[config.mk]
export PLATFORM = sky130hd
export DESIGN_NAME = seq_digit_adder
export DESIGN_NICKNAME = d
export VERILOG_FILES = /design/src/rtl/seq_digit_adder.sv
export SDC_FILE = /design/constraint.sdc
export NUM_CORES = 1
export LEC_CHECK = 0
export BUFFER_PORTS_ARGS = -buffer_cell sky130_fd_sc_hd__buf_2
export CORE_MARGIN = 2
export CORE_UTILIZATION = 55
export CTS_CLUSTER_SIZE = 40
export DETAILED_ROUTE_END_ITERATION = 16
export PLACE_DENSITY = 0.9
export SYNTH_ARGS = -nofsm -noshare
export SYNTH_HDL_FRONTEND = slang
export SYNTH_SLANG_ARGS = --single-unit
[constraint.sdc]
create_clock -name clk -period 2.2 [get_ports clk]
set_input_delay 0.22 -clock clk [delete_from_list [all_inputs] [get_ports clk]]
set_output_delay 0.22 -clock clk [all_outputs]
set_load 0.005 [all_outputs]
[src/rtl/seq_digit_adder.sv]
// rtl/seq_digit_adder.sv - multi-cycle digit-serial adder/subtractor with start/busy/done handshake
//
// Adds (or subtracts) two WIDTH-bit operands DIGIT bits per clock, LSB digit
// first, through a DIGIT-bit ripple full-adder slice.
//
// Ports:
//   clk    - system clock, rising edge
//   rst_n  - asynchronous active-low reset
//   start  - request an operation (sampled only while idle)
//   sub    - 0: a + b + cin, 1: a - b
//   a, b   - operands (WIDTH bits)
//   cin    - carry-in for add mode
//   busy   - operation in progress
//   done   - one-cycle pulse when sum/cout/ovf update
//   sum    - registered result (modulo 2^WIDTH)
//   cout   - carry out of the MSB (sub mode: 1 = no borrow)
//   ovf    - signed overflow

module seq_digit_adder #(
    parameter int WIDTH = 8,
    parameter int DIGIT = 2
) (
    input  logic             clk,
    input  logic             rst_n,
    input  logic             start,
    input  logic             sub,
    input  logic [WIDTH-1:0] a,
    input  logic [WIDTH-1:0] b,
    input  logic             cin,
    output logic             busy,
    output logic             done,
    output logic [WIDTH-1:0] sum,
    output logic             cout,
    output logic             ovf
);

    localparam int N  = WIDTH / DIGIT;
    localparam int CW = ($clog2(N + 1) < 1) ? 1 : $clog2(N + 1);
    localparam logic [CW-1:0] LAST_CNT = CW'(N - 1);

    localparam logic [1:0] IDLE = 2'd0;
    localparam logic [1:0] RUN  = 2'd1;
    localparam logic [1:0] DONE = 2'd2;

    if (WIDTH < 1 || DIGIT < 1 || DIGIT > WIDTH || (WIDTH % DIGIT) != 0) begin : g_bad_params
        $error("seq_digit_adder: WIDTH must be a positive multiple of DIGIT");
    end

    logic [1:0]       state_q, state_d;
    logic [WIDTH-1:0] opa_q, opa_d;
    logic [WIDTH-1:0] opb_q, opb_d;
    logic [WIDTH-1:0] acc_q, acc_d;
    logic             carry_q, carry_d;
    logic [CW-1:0]    cnt_q, cnt_d;
    logic             busy_q, busy_d;
    logic             done_q, done_d;
    logic [WIDTH-1:0] sum_q, sum_d;
    logic             cout_q, cout_d;
    logic             ovf_q, ovf_d;

    // Digit slice: ripple through DIGIT full adders. slice_cmsb is the carry
    // into the slice's top bit, which on the last digit is the carry into the
    // operand MSB needed for signed overflow.
    logic [DIGIT-1:0] slice_sum;
    logic             slice_cout;
    logic             slice_cmsb;

    always_comb begin
        logic cc;
        cc         = carry_q;
        slice_sum  = '0;
        slice_cmsb = 1'b0;
        for (int i = 0; i < DIGIT; i++) begin
            if (i == DIGIT - 1) begin
                slice_cmsb = cc;
            end
            slice_sum[i] = opa_q[i] ^ opb_q[i] ^ cc;
            cc           = (opa_q[i] & opb_q[i]) | (cc & (opa_q[i] ^ opb_q[i]));
        end
        slice_cout = cc;
    end

    // Result digits enter at the top of the accumulator; after N shifts the
    // first (least significant) digit has reached bit 0.
    logic [WIDTH-1:0] acc_shift;
    assign acc_shift = (acc_q >> DIGIT) | (WIDTH'(slice_sum) << (WIDTH - DIGIT));

    always_comb begin
        state_d = state_q;
        opa_d   = opa_q;
        opb_d   = opb_q;
        acc_d   = acc_q;
        carry_d = carry_q;
        cnt_d   = cnt_q;
        busy_d  = busy_q;
        done_d  = done_q;
        sum_d   = sum_q;
        cout_d  = cout_q;
        ovf_d   = ovf_q;

        case (state_q)
            IDLE: begin
                if (start) begin
                    opa_d   = a;
                    // Subtraction is a + ~b + 1.
                    opb_d   = sub ? ~b : b;
                    carry_d = sub ? 1'b1 : cin;
                    cnt_d   = '0;
                    busy_d  = 1'b1;
                    state_d = RUN;
                end
            end
            RUN: begin
                opa_d   = opa_q >> DIGIT;
                opb_d   = opb_q >> DIGIT;
                acc_d   = acc_shift;
                carry_d = slice_cout;
                cnt_d   = cnt_q + 1'b1;
                if (cnt_q == LAST_CNT) begin
                    sum_d   = acc_shift;
                    cout_d  = slice_cout;
                    ovf_d   = slice_cmsb ^ slice_cout;
                    done_d  = 1'b1;
                    busy_d  = 1'b0;
                    state_d = DONE;
                end
            end
            DONE: begin
                done_d  = 1'b0;
                state_d = IDLE;
            end
            default: begin
                state_d = IDLE;
            end
        endcase
    end

    always_ff @(posedge clk or negedge rst_n) begin
        if (!rst_n) begin
            state_q <= IDLE;
            opa_q   <= '0;
            opb_q   <= '0;
            acc_q   <= '0;
            carry_q <= 1'b0;
            cnt_q   <= '0;
            busy_q  <= 1'b0;
            done_q  <= 1'b0;
            sum_q   <= '0;
            cout_q  <= 1'b0;
            ovf_q   <= 1'b0;
        end else begin
            state_q <= state_d;
            opa_q   <= opa_d;
            opb_q   <= opb_d;
            acc_q   <= acc_d;
            carry_q <= carry_d;
            cnt_q   <= cnt_d;
            busy_q  <= busy_d;
            done_q  <= done_d;
            sum_q   <= sum_d;
            cout_q  <= cout_d;
            ovf_q   <= ovf_d;
        end
    end

    assign busy = busy_q;
    assign done = done_q;
    assign sum  = sum_q;
    assign cout = cout_q;
    assign ovf  = ovf_q;

endmodule

==> qor.json <==
{
  "floorplan": {
    "core_area_um2": 3337,
    "rows": 21,
    "io_pins": 33,
    "die_area_um2": 3983,
    "die_boundary_width_um": 63.11,
    "die_h_um": 63.11,
    "starting_density_of_the_core_pct": 57.59
  },
  "synth": {
    "postSynthNetCount": 213,
    "post_synth_num_cell_types": 28,
    "fraction_of_post_synthesis_cell_area_in_the_top_cell_type_by_area_pct": 52.08,
    "mappedNetlistArea_um2": 1922,
    "yosys_warnings": 0,
    "postSynthCellCount": 188,
    "post_synth.cell_area_avg_um2": 10.22,
    "yosysSeqAreaShare_pct": 52.08,
    "yosys.area.top_type": "dfrtp_1",
    "largest_cells_by_area_after_synthesis": "dfrtp_1, o21ai_0, nand2_1",
    "ys_ff_latch": 40
  },
  "critical_path": {
    "worstSetupEndpoint": "ovf",
    "critical_path.slowest_cell": "fa_1",
    "r2r_cells": 5,
    "crit_path_cell_trace": "inv_1 -> fa_1 -> fa_1 -> xnor2_1 -> o21ai_0",
    "r2r_slack_ns": 0.42,
    "critPathArrivalTime_ns": 2.01,
    "worstSetupPathDepth": 5,
    "setup.worst_path.end_class": "register",
    "critical_path.most_common_cell": "fa_1",
    "critPathRequiredTime_ns": 2.43,
    "reg2reg_to": "ovf",
    "kind_of_critical_path": "register to register",
    "critPathMaxFanout": 3,
    "regToRegStartpoint": "opa_q[0]",
    "critical-path-max-stage-delay_ns": 0.48,
    "cp.buffers_inverters": 1,
    "cp_top_family": "adder cells",
    "critical_path.startpoint": "opa_q[0]",
    "worst_setup_path_start_kind": "register"
  },
  "detailed_routing": {
    "detailroute.via_count": 1475,
    "ant_nets": 0,
    "first_iter_violations": 61,
    "drtPass1Iterations": 4,
    "post_drt_wl_per_cell_um": 13.65,
    "vias_per_cell": 5.545,
    "drcViolationCount": 0,
    "wl_mm": 3.630
  },
  "grt": {
    "grt_util_all_layers_pct": 19.87,
    "grt_pass1_wl_mm": 6.154,
    "grt.overflow.total": 0,
    "number_of_global_route_vias_before_repair": 1371,
    "antenna_found_initial": 0,
    "pin_count_of_the_biggest_net_entering_global_routing": 41
  },
  "worst_hold_path": {
    "type_of_the_most_critical_hold_path": "input port to register"
  },
  "power": {
    "p_per_area_nw_per_um2": 1218,
    "ir_drop_v": 0.0005240,
    "p_leak_nw": 1.057
  },
  "finish": {
    "antennaDiodeCount": 0,
    "nNetsFinal": 244,
    "filler_cell_count": 297,
    "layout-drive-gt1-share_pct": 25.00,
    "final_cell_mix": "dfrtp_1, buf_2, nand2_1, o21ai_0, inv_1",
    "area_growth_syn_to_layout_pct": 13.48,
    "finalNonFillerCells": 266,
    "most_common_cell_after_layout_fill_and_taps_aside": "dfrtp_1"
  },
  "clock_tree": {
    "clock_sinks": 40,
    "tritoncts_clock_tree": "yes",
    "htree_num_levels": 2,
    "insertion_delay_ns": 0.34,
    "numCtsBuffers": 5,
    "cts_buffer_depth": 2,
    "root_buffer": "clkbuf_4",
    "clkTransAtPathRegs_ns": 0.11
  },
  "timing": {
    "fmax_mhz": 561.8,
    "fin_crit_ns": 1.780,
    "fin_crit_sh_pct": 80.91,
    "timing_max_transition_violations_final": 0,
    "slew_headroom_pct": 43.19,
    "final_hold_viol_count": 0,
    "worst-slew-pin-transition_ns": 0.8521,
    "rsz0062_at_grt": "false",
    "post_route_clock_skew_ns": 0.003671,
    "setup-tns-final_ns": 0,
    "final.setup.worst_slack_ns": 0.4199,
    "timing.final.setup_violations": 0
  },
  "place": {
    "dp_cells": 257,
    "io_buffer_count": 32,
    "finalWeightedCongestion": 0.8017,
    "post_place_setup_slack_ns": 0.4591,
    "place_hpwl_mm": 2.580
  },
  "run_status": {
    "run_status": "finished, final reports clean"
  },
  "job": {
    "maxCapViolCount": 0
  }
}
==> kinds of logic after synthesis <==
kind of cell	share of synthesized area, %
buffers and inverters	6.055
adders and majority gates	3.385
AOI/OAI and AO/OA	18.55
DFF	52.08
muxes	4.036
and+or+nand+nor	11.78
xor gates and xnor gates	4.102
==> sequential cells by signal, indices dropped and copies added, names as in the netlist <==
name     cells
opb_q        8
cnt_q        3
carry_q      1
ovf          1
done         1
opa_q        8
state_q      2
busy         1
acc_q        6
sum          8
cout         1
==> worst min path at each step <==
stage	slack, ns	end	start	cells after the start
after floorplan	-0.08	acc_q[2]	rst_n	0
after global placement	0.38	sum[0]	rst_n	1
after detailed placement	0.38	sum[0]	rst_n	1
after CTS	0.14	opa_q[4]	a[4]	3
after global routing	0.16	opa_q[2]	a[2]	3
final	0.15	opa_q[4]	a[4]	3
==> per-stage QoR <==
step / util, % / power (mW) / cell area, µm² / hold WS (ns)
after global placement: 63.22 / 2.235 / 2110 / 0.3763
final: 65.35 / 2.656 / 2181 / 0.1467
after global routing: 65.35 / 2.896 / 2181 / 0.1608
after floorplan: - / 1.960 / 1922 / -0.07559
after detailed placement: 63.22 / 2.301 / 2110 / 0.3771
after CTS: 65.35 / 2.689 / 2181 / 0.1415
==> cells in the mapped netlist <==
| cell | n |
|---|---|
| inv_1 | 13 |
| mux2_2 | 6 |
| a221o_2 | 3 |
| nand2_1 | 26 |
| o21a_1 | 1 |
| a22oi_1 | 9 |
| nor2_1 | 5 |
| a2bb2oi_1 | 2 |
| o21ai_0 | 25 |
| and2b_1 | 5 |
| fa_1 | 2 |
| o211ai_1 | 2 |
| nand3b_4 | 1 |
| o32ai_1 | 4 |
| dfrtp_1 | 40 |
| buf_2 | 8 |
| xor2_1 | 2 |
| clkbuf_1 | 4 |
| or3b_1 | 1 |
| xnor2_1 | 7 |
| ha_1 | 2 |
| clkbuf_2 | 1 |
| nor2b_1 | 6 |
| buf_4 | 1 |
| nand2b_1 | 1 |
| a21oi_1 | 9 |
| mux2i_1 | 1 |
| a221o_1 | 1 |
==> timing repair <==
item	4_1_cts	5_1_grt
endpoints found under the hold margin	32	0
gates resized for setup	0	0
hold buffers	1	0
setup buffers	0	0
==> area by class of cell <==
cell class / instances / area, µm² / area share (%)
clock buffer: 6 / 51.30 / 2.352
clock inverter: 2 / 10.01 / 0.4590
inverter: 13 / 48.80 / 2.238
multi-input combinational: 121 / 804.5 / 36.89
sequential: 40 / 1001 / 45.90
tap: 46 / 57.56 / 2.639
timing repair buffer: 38 / 207.7 / 9.524
==> per-layer routing <==
| layer | vias up | track usage, % | wire length (µm) |
|---|---|---|---|
| met3 | 4 | 4.821 | 242 |
| met4 | 0 | 5.833 | 31 |
| li1 | 706 | - | - |
| met1 | 709 | 24.22 | 1515 |
| met2 | 56 | 34.84 | 1841 |
| met5 | - | 0 | 0 |
==> worst register-to-register path, cell delays in order, from the launching register on <==
cell and delay (ns):
dfrtp_1 0.36, inv_1 0.08, fa_1 0.48, fa_1 0.44, xnor2_1 0.20, o21ai_0 0.10
==> power breakdown <==
group | internal [mW] | switching (mW)
Clock | 0.152 | 0.228
Combinational | 0.490 | 0.522
Sequential | 1.03 | 0.233
Note: power is estimated with default switching activity, not from simulation.
